**config.mk**
```make
export PLATFORM = sky130hd
export DESIGN_NAME = vga_scanner
export DESIGN_NICKNAME = d
export VERILOG_FILES = /design/src/rtl/vga_scanner.sv
export SDC_FILE = /design/constraint.sdc
export NUM_CORES = 1
export LEC_CHECK = 0
export ABC_AREA = 1
export CORE_MARGIN = 4
export CORE_UTILIZATION = 40
export CTS_BUF_LIST = sky130_fd_sc_hd__clkbuf_8
export DETAILED_ROUTE_END_ITERATION = 10
export MAX_ROUTING_LAYER = met4
export PLACE_DENSITY = 0.76
export SLEW_MARGIN = 10
export SYNTH_ARGS = -nofsm -noshare
export SYNTH_HDL_FRONTEND = slang
export SYNTH_SLANG_ARGS = --single-unit
```
**constraint.sdc**
```tcl
create_clock -name clk -period 3.8 [get_ports clk]
set_clock_uncertainty 0.1 [all_clocks]
set_input_delay 0.57 -clock clk [delete_from_list [all_inputs] [get_ports clk]]
set_output_delay 0.57 -clock clk [all_outputs]
set_load 0.05 [all_outputs]
```
**src/rtl/vga_scanner.sv**
```systemverilog
// VGA raster scanner: pixel/line counters, renderer x/y, sync and blank generation.
// One pix_en tick from x/y to DAC outputs; pix_en low stalls counters and outputs.
module vga_scanner #(
  parameter int H_ACTIVE = 640,
  parameter int H_FP     = 16,
  parameter int H_SYNC   = 96,
  parameter int H_BP     = 48,
  parameter int V_ACTIVE = 480,
  parameter int V_FP     = 10,
  parameter int V_SYNC   = 2,
  parameter int V_BP     = 33
) (
  input  logic       clk,
  input  logic       reset,
  input  logic       pix_en,
  output logic [9:0] x,
  output logic [8:0] y,
  input  logic [7:0] r,
  input  logic [7:0] g,
  input  logic [7:0] b,
  output logic [7:0] vga_r,
  output logic [7:0] vga_g,
  output logic [7:0] vga_b,
  output logic       vga_hs,
  output logic       vga_vs,
  output logic       vga_blank_n,
  output logic       frame_start
);

  localparam int H_TOTAL = H_ACTIVE + H_FP + H_SYNC + H_BP;
  localparam int V_TOTAL = V_ACTIVE + V_FP + V_SYNC + V_BP;

  localparam logic [9:0] H_ACT  = 10'(H_ACTIVE);
  localparam logic [9:0] H_SS   = 10'(H_ACTIVE + H_FP);
  localparam logic [9:0] H_SE   = 10'(H_ACTIVE + H_FP + H_SYNC);
  localparam logic [9:0] H_LAST = 10'(H_TOTAL - 1);
  localparam logic [9:0] V_ACT  = 10'(V_ACTIVE);
  localparam logic [9:0] V_SS   = 10'(V_ACTIVE + V_FP);
  localparam logic [9:0] V_SE   = 10'(V_ACTIVE + V_FP + V_SYNC);
  localparam logic [9:0] V_LAST = 10'(V_TOTAL - 1);

  logic [9:0] hcount;
  logic [9:0] vcount;
  logic       h_wrap;
  logic       v_wrap;
  logic       active;
  logic       hsync_raw;
  logic       vsync_raw;

  always_comb begin
    h_wrap      = (hcount == H_LAST);
    v_wrap      = (vcount == V_LAST);
    active      = (hcount < H_ACT) && (vcount < V_ACT);
    hsync_raw   = !((hcount >= H_SS) && (hcount < H_SE));
    vsync_raw   = !((vcount >= V_SS) && (vcount < V_SE));
    x           = active ? hcount : '0;
    y           = active ? vcount[8:0] : '0;
    frame_start = pix_en && (hcount == '0) && (vcount == '0);
  end

  always_ff @(posedge clk) begin
    if (reset) begin
      hcount <= '0;
      vcount <= '0;
    end else if (pix_en) begin
      hcount <= h_wrap ? '0 : hcount + 10'd1;
      if (h_wrap) begin
        vcount <= v_wrap ? '0 : vcount + 10'd1;
      end
    end
  end

  // Colour, sync and blank share one register stage so they stay aligned.
  always_ff @(posedge clk) begin
    if (reset) begin
      vga_r       <= '0;
      vga_g       <= '0;
      vga_b       <= '0;
      vga_hs      <= 1'b1;
      vga_vs      <= 1'b1;
      vga_blank_n <= 1'b0;
    end else if (pix_en) begin
      vga_r       <= active ? r : '0;
      vga_g       <= active ? g : '0;
      vga_b       <= active ? b : '0;
      vga_hs      <= hsync_raw;
      vga_vs      <= vsync_raw;
      vga_blank_n <= active;
    end
  end

endmodule

```
Word-level counts from Yosys, hierarchy flattened
Cells that the tools add are included.
{"block": "totals", "reg_bits": 47, "inputBits": 27, "output_inout_bits": 47, "word_cells": 35}
{"block": "classes", "eq_ne": 2, "reduce_logical": 10, "n_addsub": 2, "magnitude_cmp": 6, "muxes": 7}
{"cell": "10-bit 2-to-1 mux", "count": 3}
{"cell": "8-bit 2-to-1 mux", "count": 3}
{"cell": "10-bit by 1-bit adder with 10-bit output (second input constant)", "count": 2}
{"cell": "10-bit == test (second input constant)", "count": 2}
{"cell": "10-bit zero test", "count": 2}
{"cell": "10-bit < comparator (second input constant)", "count": 2}
{"cell": "10-bit by 9-bit < comparator with 1-bit output (second input constant)", "count": 2}
{"cell": "10-bit >= comparator (second input constant)", "count": 1}
{"cell": "10-bit by 9-bit >= comparator with 1-bit output (second input constant)", "count": 1}
{"cell": "9-bit 2-to-1 mux", "count": 1}
{"cell": "1-bit logical AND", "count": 5}
{"cell": "1-bit zero test", "count": 2}
{"cell": "2-bit AND reduction", "count": 1}

Depth between registers and ports, before layout
Gate-level depths: netlist of run 1.
{"block": "logic_depth", "word_depth": 3, "ltp_mapped": 9, "ltp_nobuf": 9}

Least setup slack after synthesis of run 1
OpenSTA, ideal clock, no wires.
{"block": "synth_path", "path_kind": "input to output", "startpoint": "input port pix_en", "endpoint": "output port frame_start", "slack_ps": 1059, "n_path_buf": 2, "t_required_ps": 3130, "path_stages": 4, "t_arrival_ps": 2071, "cell_sequence": "buf_2 buf_2 nand4_1 nor3_1"}
{"block": "synth_via", "elab_chain_len": 2}
{"element": "start: declaration", "line_no": "15", "rtl": "input logic pix_en,"}
{"element": "1-bit logical AND (2 in a row)", "line_no": "58", "rtl": "frame_start = pix_en && (hcount == '0) && (vcount == '0);"}
{"element": "end: declaration", "line_no": "27", "rtl": "output logic frame_start"}
No other way between the ends.

Worst setup path after layout of run 1
{"block": "layout_path", "startpoint": "register vcount[9]", "endpoint": "output port x[5]"}
{"block": "layout_via", "elab_chain_len": 3}
{"element": "start: declaration", "line_no": "43", "rtl": "logic [9:0] vcount;"}
{"element": "start signal: assignment", "line_no": "68", "rtl": "vcount <= v_wrap ? '0 : vcount + 10'd1;"}
{"element": "10-bit by 9-bit < comparator with 1-bit output", "line_no": "53", "rtl": "active = (hcount < H_ACT) && (vcount < V_ACT);"}
{"element": "1-bit logical AND", "line_no": "53"}
{"element": "10-bit 2-to-1 mux", "line_no": "56", "rtl": "x = active ? hcount : '0;"}
{"element": "end: declaration", "line_no": "16", "rtl": "output logic [9:0] x,"}
No other way between the ends.

==> results of run 1 <==
==> path summary, 6_finish.rpt <==
path / depth (start not counted) / slack, ps / endpoint
worst max-delay path: 7 / 700 / x[5]
worst min-delay path: 2 / 370 / vga_b[2]
worst max register to register: 8 / 2140 / vcount[2]
worst min register to register: 2 / 370 / vga_b[2]
==> cell type report <==
| cell class | instances | area share (%) |
|---|---|---|
| clock buffers | 5 | 2.14 |
| clock inverters | 3 | 0.505 |
| inverters | 37 | 4.32 |
| multi-input cells | 241 | 37.1 |
| flip-flops and latches | 47 | 29.2 |
| well taps | 72 | 2.80 |
| repair buffers | 77 | 24.0 |
==> routing by layer <==
layer	share of wire, %	wire length, um	global-route usage, %
met5	0	0	-
met4	0.42	27	3.60
met3	5.9	382	3.50
met2	47	3030	28.4
met1	46	2980	24.2
==> sequential cells by signal (all words and copies together) (netlist names) <==
signal,flops
hcount,10
vcount,10
vga_b,8
vga_blank_n,1
vga_g,8
vga_hs,1
vga_r,8
vga_vs,1
==> critical path, stage by stage (launching register included) <==
cell             delay, ps
dfxtp_1                340
inv_1                  130
nand2_1                100
a21oi_4                110
buf_4                  280
nand2_4                190
nor2_1                 150
clkdlybuf4s50_1        820
==> layout by cell type, fill, tap and decap left out <==
master           instances
xor2_1                   5
nand2_4                  3
nor2_4                   2
a31oi_1                  1
buf_4                    4
nand2_2                  1
nand3_1                 11
a21oi_1                 33
clkinvlp_4               1
buf_12                   1
o21ai_0                  4
nor2_1                  49
clkinv_2                 1
ha_1                     4
nand2_1                 80
clkdlybuf4s50_1         72
inv_1                   38
a21oi_4                  1
nor3_1                  10
nand3_2                  2
nand4_1                 32
clkbuf_8                 5
dfxtp_1                 47
nor2_2                   2
o22ai_1                  1
==> through the flow <==
stage / instance area, sq um / util (%) / hold slack, ps / worst slack [ps] / cells
after floorplan: 2380 / - / 372 / 1060 / 342
after global placement: 3130 / 55.5 / 351 / 1000 / 474
after detailed placement: 3130 / 55.5 / 356 / 1030 / 474
after CTS: 3220 / 57.0 / 369 / 689 / 482
after global routing: 3220 / 57.0 / 387 / 517 / 482
final: 3220 / 57.0 / 367 / 701 / 482
==> power by group <==
group	internal (mW)	switching, mW
registers	0.510	0.00998
clock network	0.126	0.164
logic	0.0756	0.116
==> kinds of logic after synthesis <==
family | share of synthesized area [%]
and+or+nand+nor | 37.2
buffers and inverters | 10.2
DFF | 39.6
AOI/OAI and AO/OA | 9.01
xor gates and xnor gates | 1.84
adders and majority gates | 2.11
==> flow_summary_export.csv, run 1 <==
group,metric,value,unit
power_and_ir_drop,p_leak,1.28,nW
global_routing,grt_pass1_vias,2211,
logic_synthesis,synth_nets,373,
status,status,"completed",
cells_and_area,num-nets-final,440,
cells_and_area,multi_input_area,1190,sq um
timing,tightest_slew,924,ps
worst_setup_path,timing.rr.start,"hcount[1]",
cells_and_area,register_area,941,sq um
timing,tns,0,ps
die,rows,27,
logic_synthesis,ys_seq_area_share,39.6,%
drt,firstDrtPassIters,5,
clock_network,cts_setup_buffers,0,
clock_network,cts_resized,0,
timing,setup_viol,0,
timing,fmax,323,MHz
worst_hold_path,hold_class,"reg -> reg",
die,chipWidth,85.1,um
drt,route.detailed.drc,0,
logic_synthesis,yosysTopAreaCellShare,39.6,%
clock_network,clockBufferDepth,2,
timing,period_minus_slack,3100,ps
worst_hold_path,hold_start,"vga_b[2]",
placed_design,port_buffers,73,
placed_design,dp_hpwl,4660,um
worst_setup_path,critPathArrivalTime,2430,ps
clock_network,cts_buffers,5,
die,core-area,5640,sq um
logic_synthesis,synth_common_cells,"80 x nand2_1, 49 x nor2_1, 47 x dfxtp_1",
cells_and_area,diodes,0,
logic_synthesis,synth_area,2380,sq um
flow_run,cap_violations,0,
worst_setup_path,path_max_fanout,26,
drt,antenna_left,0,
clock_network,h-tree-depth,2,
clock_network,clkSlewWorstSetupHoldPaths,90,ps
drt,wl_per_cell,13.3,um
logic_synthesis,synth_area_leaders,"dfxtp_1 40%, nand2_1 13%, nand4_1 8.4%",
cells_and_area,nFillCells,531,
die,fp.dieH,85.1,um
worst_setup_path,path_class,"reg -> out",
logic_synthesis,ys_ff_latch,47,
placed_design,gp_congestion,0.944,
global_routing,grt_max_degree,37,
drt,finalWirelength,6430,um
timing,drv_slew,0,
logic_synthesis,netlist_instances,342,
cells_and_area,drive_gt1_share,5.61,%
drt,first_iter_violations,146,
power_and_ir_drop,peakVddDrop,0.183,mV
power_and_ir_drop,power,1.00,mW
global_routing,grt_first_pass_wirelength,10500,um
logic_synthesis,yosys_warnings,0,
drt,num_vias,2456,
clock_network,cts_hold_buf,0,
clock_network,cts.sink_count,47,
logic_synthesis,synthFlopType,"dfxtp_1",
power_and_ir_drop,power.density,311,nW/um^2
timing,slew_headroom,38.3,%
die,pin_count,74,
timing,fin_crit_sh,81.5,%
global_routing,antenna_found_initial,0,
clock_network,clock_latency,290,ps
clock_network,cts_tree,"built",
drt,via_per_inst,5.10,
die,dieArea,7240,sq um
clock_network,cts_root_buffer,"clkbuf_8",
die,start_util,42.1,%
timing,rsz0062_at_grt,"no",
global_routing,grt_usage,18.0,%
worst_setup_path,critical_path_required,3130,ps
logic_synthesis,synth_most_common_cell,"nand2_1",
logic_synthesis,syn_area_per_cell,6.95,sq um
logic_synthesis,synth_edf_count,0,
logic_synthesis,synthArstFlopShare,0,%
cells_and_area,syn_to_final_growth,35.4,%
logic_synthesis,synth_cell_types,23,
logic_synthesis,yosysTopAreaCell,"dfxtp_1",
worst_setup_path,worst_setup_path_start_kind,"flop",
timing,hold_viol,0,
global_routing,grt_overflow_total,0,
worst_setup_path,startpoint,"vcount[9]",
worst_setup_path,critical_path.endpoint_type,"primary output",
(Power assumes the default switching activity.)
==> inputs of run 2 (changes only) <==
clock period = 3.1 ns   (was 3.8 ns; I/O delays follow)
==> flow_summary_export.csv, run 2 (synthesis results as in run 1) <==
group,metric,value,unit
worst_setup_path,critical_path_required,2530,ps
clock_network,cts_buffers,5,
clock_network,cts_hold_buf,0,
worst_hold_path,hold_start,"vga_b[2]",
drt,first_iter_violations,177,
placed_design,dp_hpwl,4730,um
power_and_ir_drop,power_frac_clock,31.2,%
clock_network,cts_tree,"built",
clock_network,cts_setup_buffers,0,
cells_and_area,layout_commonest_cell,"nand2_1",
global_routing,grt_max_degree,31,
timing,period_minus_slack,2330,ps
worst_setup_path,worst_setup_path_start_kind,"input pin",
worst_setup_path,r2r_slack,1410,ps
timing,drv_slew,0,
timing,tns,0,ps
timing,setup_viol,0,
clock_network,clockBufferDepth,2,
worst_setup_path,critical_path.endpoint_type,"primary output",
placed_design,dpl_cell_area,3090,sq um
placed_design,gp_congestion,0.907,
global_routing,grt_first_pass_wirelength,10900,um
cells_and_area,nFillCells,533,
power_and_ir_drop,power,1.27,mW
global_routing,grt_overflow_total,0,
worst_setup_path,cp_cell_sequence,"clkdlybuf4s50_1 > nand4_1 > nor3_1 > buf_12",
cells_and_area,diodes,0,
clock_network,clkSlewWorstSetupHoldPaths,90,ps
cells_and_area,mostFrequentLayoutCells,"80 x nand2_1, 53 x clkdlybuf4s50_1, 49 x nor2_1",
power_and_ir_drop,pwr-share-seq,50.3,%
worst_setup_path,crit_buf_inv,2,
worst_setup_path,path_class,"in -> out",
drt,finalWirelength,6490,um
die,fp.dieH,85.1,um
worst_setup_path,worst-r2r-cell-count,8,
cells_and_area,syn_to_final_growth,34.3,%
clock_network,clock_latency,300,ps
clock_network,h-tree-depth,2,
drt,wl_per_cell,13.4,um
drt,firstDrtPassIters,4,
cells_and_area,reg.largest.list,"hcount (10), vcount (10)",
drt,num_vias,2453,
worst_setup_path,r2r_end,"vcount[2]",
placed_design,port_buffers,73,
power_and_ir_drop,p_int,900,uW
cells_and_area,fin_area,3190,sq um
timing,tightest_slew,531,ps
status,status,"completed",
timing,hold_viol,0,
timing,rsz0062_at_grt,"no",
drt,route.detailed.drc,0,
worst_setup_path,critPathArrivalTime,1760,ps
die,pin_count,74,
die,start_util,42.1,%
global_routing,grt_pass1_vias,2331,
clock_network,cts_resized,0,
power_and_ir_drop,power.density,398,nW/um^2
worst_setup_path,timing.rr.start,"hcount[1]",
worst_hold_path,min_path_cells,2,
worst_setup_path,cp_slowest_cell,"clkdlybuf4s50_1",
timing,fmax,430,MHz
timing,slew_headroom,64.5,%
drt,via_per_inst,5.08,
clock_network,cts_root_buffer,"clkbuf_8",
power_and_ir_drop,p_leak,1.33,nW
worst_setup_path,crit_family,"buffers and inverters",
power_and_ir_drop,p_comb_share,18.6,%
worst_hold_path,hold_end,"vga_b[2]",
die,rows,27,
power_and_ir_drop,p_sw_share,29.1,%
worst_hold_path,hold_class,"reg -> reg",
timing,fin_crit_sh,75.1,%
flow_run,cap_violations,0,
die,core-area,5640,sq um
power_and_ir_drop,peakVddDrop,0.214,mV
clock_network,cts.sink_count,47,
drt,antenna_left,0,
global_routing,antenna_found_initial,0,
global_routing,grt_usage,18.6,%
timing,fin_hold_ws,370,ps
worst_setup_path,path_max_fanout,5,
power_and_ir_drop,p_switching,370,uW
die,chipWidth,85.1,um
cells_and_area,drive_gt1_share,10.7,%
worst_setup_path,cp_slowest_stage_delay,640,ps
cells_and_area,num-nets-final,441,
die,dieArea,7240,sq um
==> run 2: changes by cell type in the layout (fill, tap and decap cells not counted) <==
cell,previous run,this run
inv_1,38,37
clkinv_2,1,0
buf_4,4,24
clkinv_4,0,1
clkdlybuf4s50_1,72,53
clkbuf_8,5,6
==> run 2: per-stage QoR <==
stage          utilization, %  cells  worst slack (ps)
2_1_floorplan               -    342               569
4_1_cts                  56.6    483               796
3_5_place_dp             54.8    475               796
3_3_place_gp             54.8    475               800
5_1_grt                  56.6    483               664
6_report                 56.6    483               773
==> run 2: layout make-up <==
class | count | area, sq um | share of cell area, %
timing repair buffer | 78 | 731 | 22.9
inverter | 37 | 139 | 4.35
sequential | 47 | 941 | 29.5
clock inverter | 2 | 16.3 | 0.510
clock buffer | 6 | 82.6 | 2.59
tap | 72 | 90.1 | 2.82
multi-input combinational | 241 | 1190 | 37.4
==> run 2: worst max-delay path by stage <==
stage	start	to	slack, ps	cells after the start
after floorplan	pix_en	frame_start	570	4
after global placement	pix_en	frame_start	800	4
after detailed placement	pix_en	frame_start	800	4
after CTS	pix_en	frame_start	800	4
after global routing	vcount[0]	frame_start	660	7
final	pix_en	frame_start	770	4
==> run 2: power groups by stage <==
stage | clock [mW] | sequential (mW) | combinational, mW
2_1_floorplan | 0 | 0.721 | 0.0703
3_3_place_gp | 0 | 0.652 | 0.235
3_5_place_dp | 0 | 0.653 | 0.236
4_1_cts | 0.412 | 0.639 | 0.237
5_1_grt | 0.432 | 0.641 | 0.251
6_report | 0.396 | 0.639 | 0.236
==> run 2: worst min-delay path, cell delays in order, from the launching register on <==
cell and delay (ps):
dfxtp_1 320, nand2_1 60, a21oi_1 50
==> run 2: per-layer routing <==
metal,part of all wire [%],global-route usage [%]
met5,0,-
met4,1.5,4.75
met1,46,23.2
met3,5.4,4.47
met2,47,30.0
==> inputs of run 3 (changes only) <==
PLACE_DENSITY = 0.79   (was 0.76)
clock period = 2.1 ns   (was 3.1 ns; I/O delays follow)
==> flow_summary_export.csv, run 3 (synthesis results as in run 1) <==
group,metric,value,unit
status,status,"finished, violations left",
status,violations,"negative setup slack",
worst_setup_path,critPathArrivalTime,1690,ps
timing,tightest_slew,539,ps
cells_and_area,nFillCells,487,
drt,firstDrtPassIters,4,
drt,first_iter_violations,163,
timing,slew_headroom,63.9,%
timing,setup_viol,1,
cells_and_area,multi_input_area,1250,sq um
timing,fmax,476,MHz
worst_setup_path,path_class,"reg -> out",
timing,drv_slew,0,
cells_and_area,mostFrequentLayoutCells,"80 x nand2_1, 53 x clkdlybuf4s50_1, 46 x dfxtp_1",
die,fp.dieH,85.1,um
worst_setup_path,critical_path_required,1680,ps
drt,route.detailed.drc,0,
cells_and_area,diodes,0,
placed_design,dp_hpwl,4970,um
power_and_ir_drop,peakVddDrop,0.361,mV
power_and_ir_drop,power,1.89,mW
power_and_ir_drop,p_leak,1.39,nW
clock_network,cts_hold_buf,0,
worst_setup_path,path_max_fanout,19,
clock_network,clkSlewWorstSetupHoldPaths,90,ps
timing,setup_ws,-2.80,ps
global_routing,grt_overflow_total,0,
clock_network,cts_tree,"built",
worst_hold_path,hold_class,"reg -> reg",
global_routing,grt_first_pass_wirelength,11300,um
drt,via_per_inst,5.11,
clock_network,clock_latency,310,ps
clock_network,clockBufferDepth,2,
die,start_util,42.1,%
timing,rsz0062_at_grt,"yes",
cells_and_area,fin_area,3500,sq um
power_and_ir_drop,power.density,541,nW/um^2
die,core-area,5640,sq um
timing,fin_crit_sh,100,%
global_routing,grt_pass1_vias,2458,
cells_and_area,syn_to_final_growth,47.4,%
cells_and_area,num-nets-final,443,
clock_network,cts_buffers,5,
worst_setup_path,worst_setup_path_start_kind,"flop",
clock_network,h-tree-depth,2,
die,rows,27,
drt,finalWirelength,6690,um
placed_design,gp_congestion,0.955,
die,chipWidth,85.1,um
clock_network,cts_root_buffer,"clkbuf_8",
worst_setup_path,critical_path.endpoint_type,"primary output",
clock_network,cts.sink_count,47,
global_routing,antenna_found_initial,0,
flow_run,cap_violations,0,
drt,num_vias,2480,
cells_and_area,layout_commonest_cell,"nand2_1",
global_routing,grt_max_degree,36,
cells_and_area,drive_gt1_share,15.5,%
placed_design,dpl_cell_area,3350,sq um
die,dieArea,7240,sq um
global_routing,grt_usage,19.4,%
drt,antenna_left,0,
cells_and_area,reg.largest.list,"hcount (10), vcount (10)",
die,pin_count,74,
clock_network,cts_setup_buffers,0,
timing,hold_viol,0,
timing,period_minus_slack,2100,ps
drt,wl_per_cell,13.8,um
cells_and_area,register_area,942,sq um
placed_design,port_buffers,73,
[run 3: cell types whose count changed in the layout (fill, tap and decap cells not counted), moves of 2 or more]
cell,before,now
buf_4,24,7
nor3_1,10,8
buf_12,1,20
inv_1,37,35
nor3_2,0,2
nor2_2,2,14
inv_2,0,2
nor2_1,49,36
[run 3: path summary, 6_finish.rpt]
check             cells past startpoint       end  slack [ps]       from
setup reg to reg                      6  vga_r[2]         480  hcount[8]
setup / recovery                      6      y[7]          -3  hcount[8]
hold / removal                        2  vga_r[3]         370   vga_r[3]
hold reg to reg                       2  vga_r[3]         370   vga_r[3]
[run 3: where the power goes]
part	internal [mW]	total (mW)	switching (mW)	leakage, nW
Clock	0.269	0.588	0.319	0.0474
Combinational	0.150	0.363	0.214	0.956
Sequential	0.924	0.943	0.0191	0.384
Total	1.34	1.89	0.551	1.39
[run 3: final cells by class]
class	count	share of cell area, %
Clock buffer	6	2.36
Tap cell	72	2.57
Sequential cell	47	26.9
Clock inverter	2	0.464
Timing Repair Buffer	80	28.1
Inverter	37	3.97
Multi-Input combinational cell	241	35.7
[run 3: metal layers]
layer  wire (um)  up-vias  GRT usage, %
met1        2840     1132          23.4
met5           0        -             -
li1            -     1257             -
met4         132        0          8.06
met3         337       13          3.50
met2        3380       78          31.9
[run 3: critical path, stage by stage, from the launching register on]
cell	delay (ps)
dfxtp_1	390
nand2_1	120
nand2_1	100
a21oi_4	220
nand2_8	160
nor2_1	220
buf_12	170
[run 3: through the flow]
step	utilization [%]	setup TNS [ps]	setup slack [ps]	instances	hold WS, ps
finish	62.1	-2.80	-2.80	485	368
global route	62.1	-587	-82.2	485	385
CTS	61.1	0	3.77	485	369
detailed placement	59.4	0	158	477	355
global placement	59.4	0	196	477	352
floorplan	-	0	31.4	342	372
[run 3: timing repair]
item / CTS / global route
resized for setup: 0 / 19
hold endpoints to repair: 0 / 0
setup endpoints to repair: 0 / 20
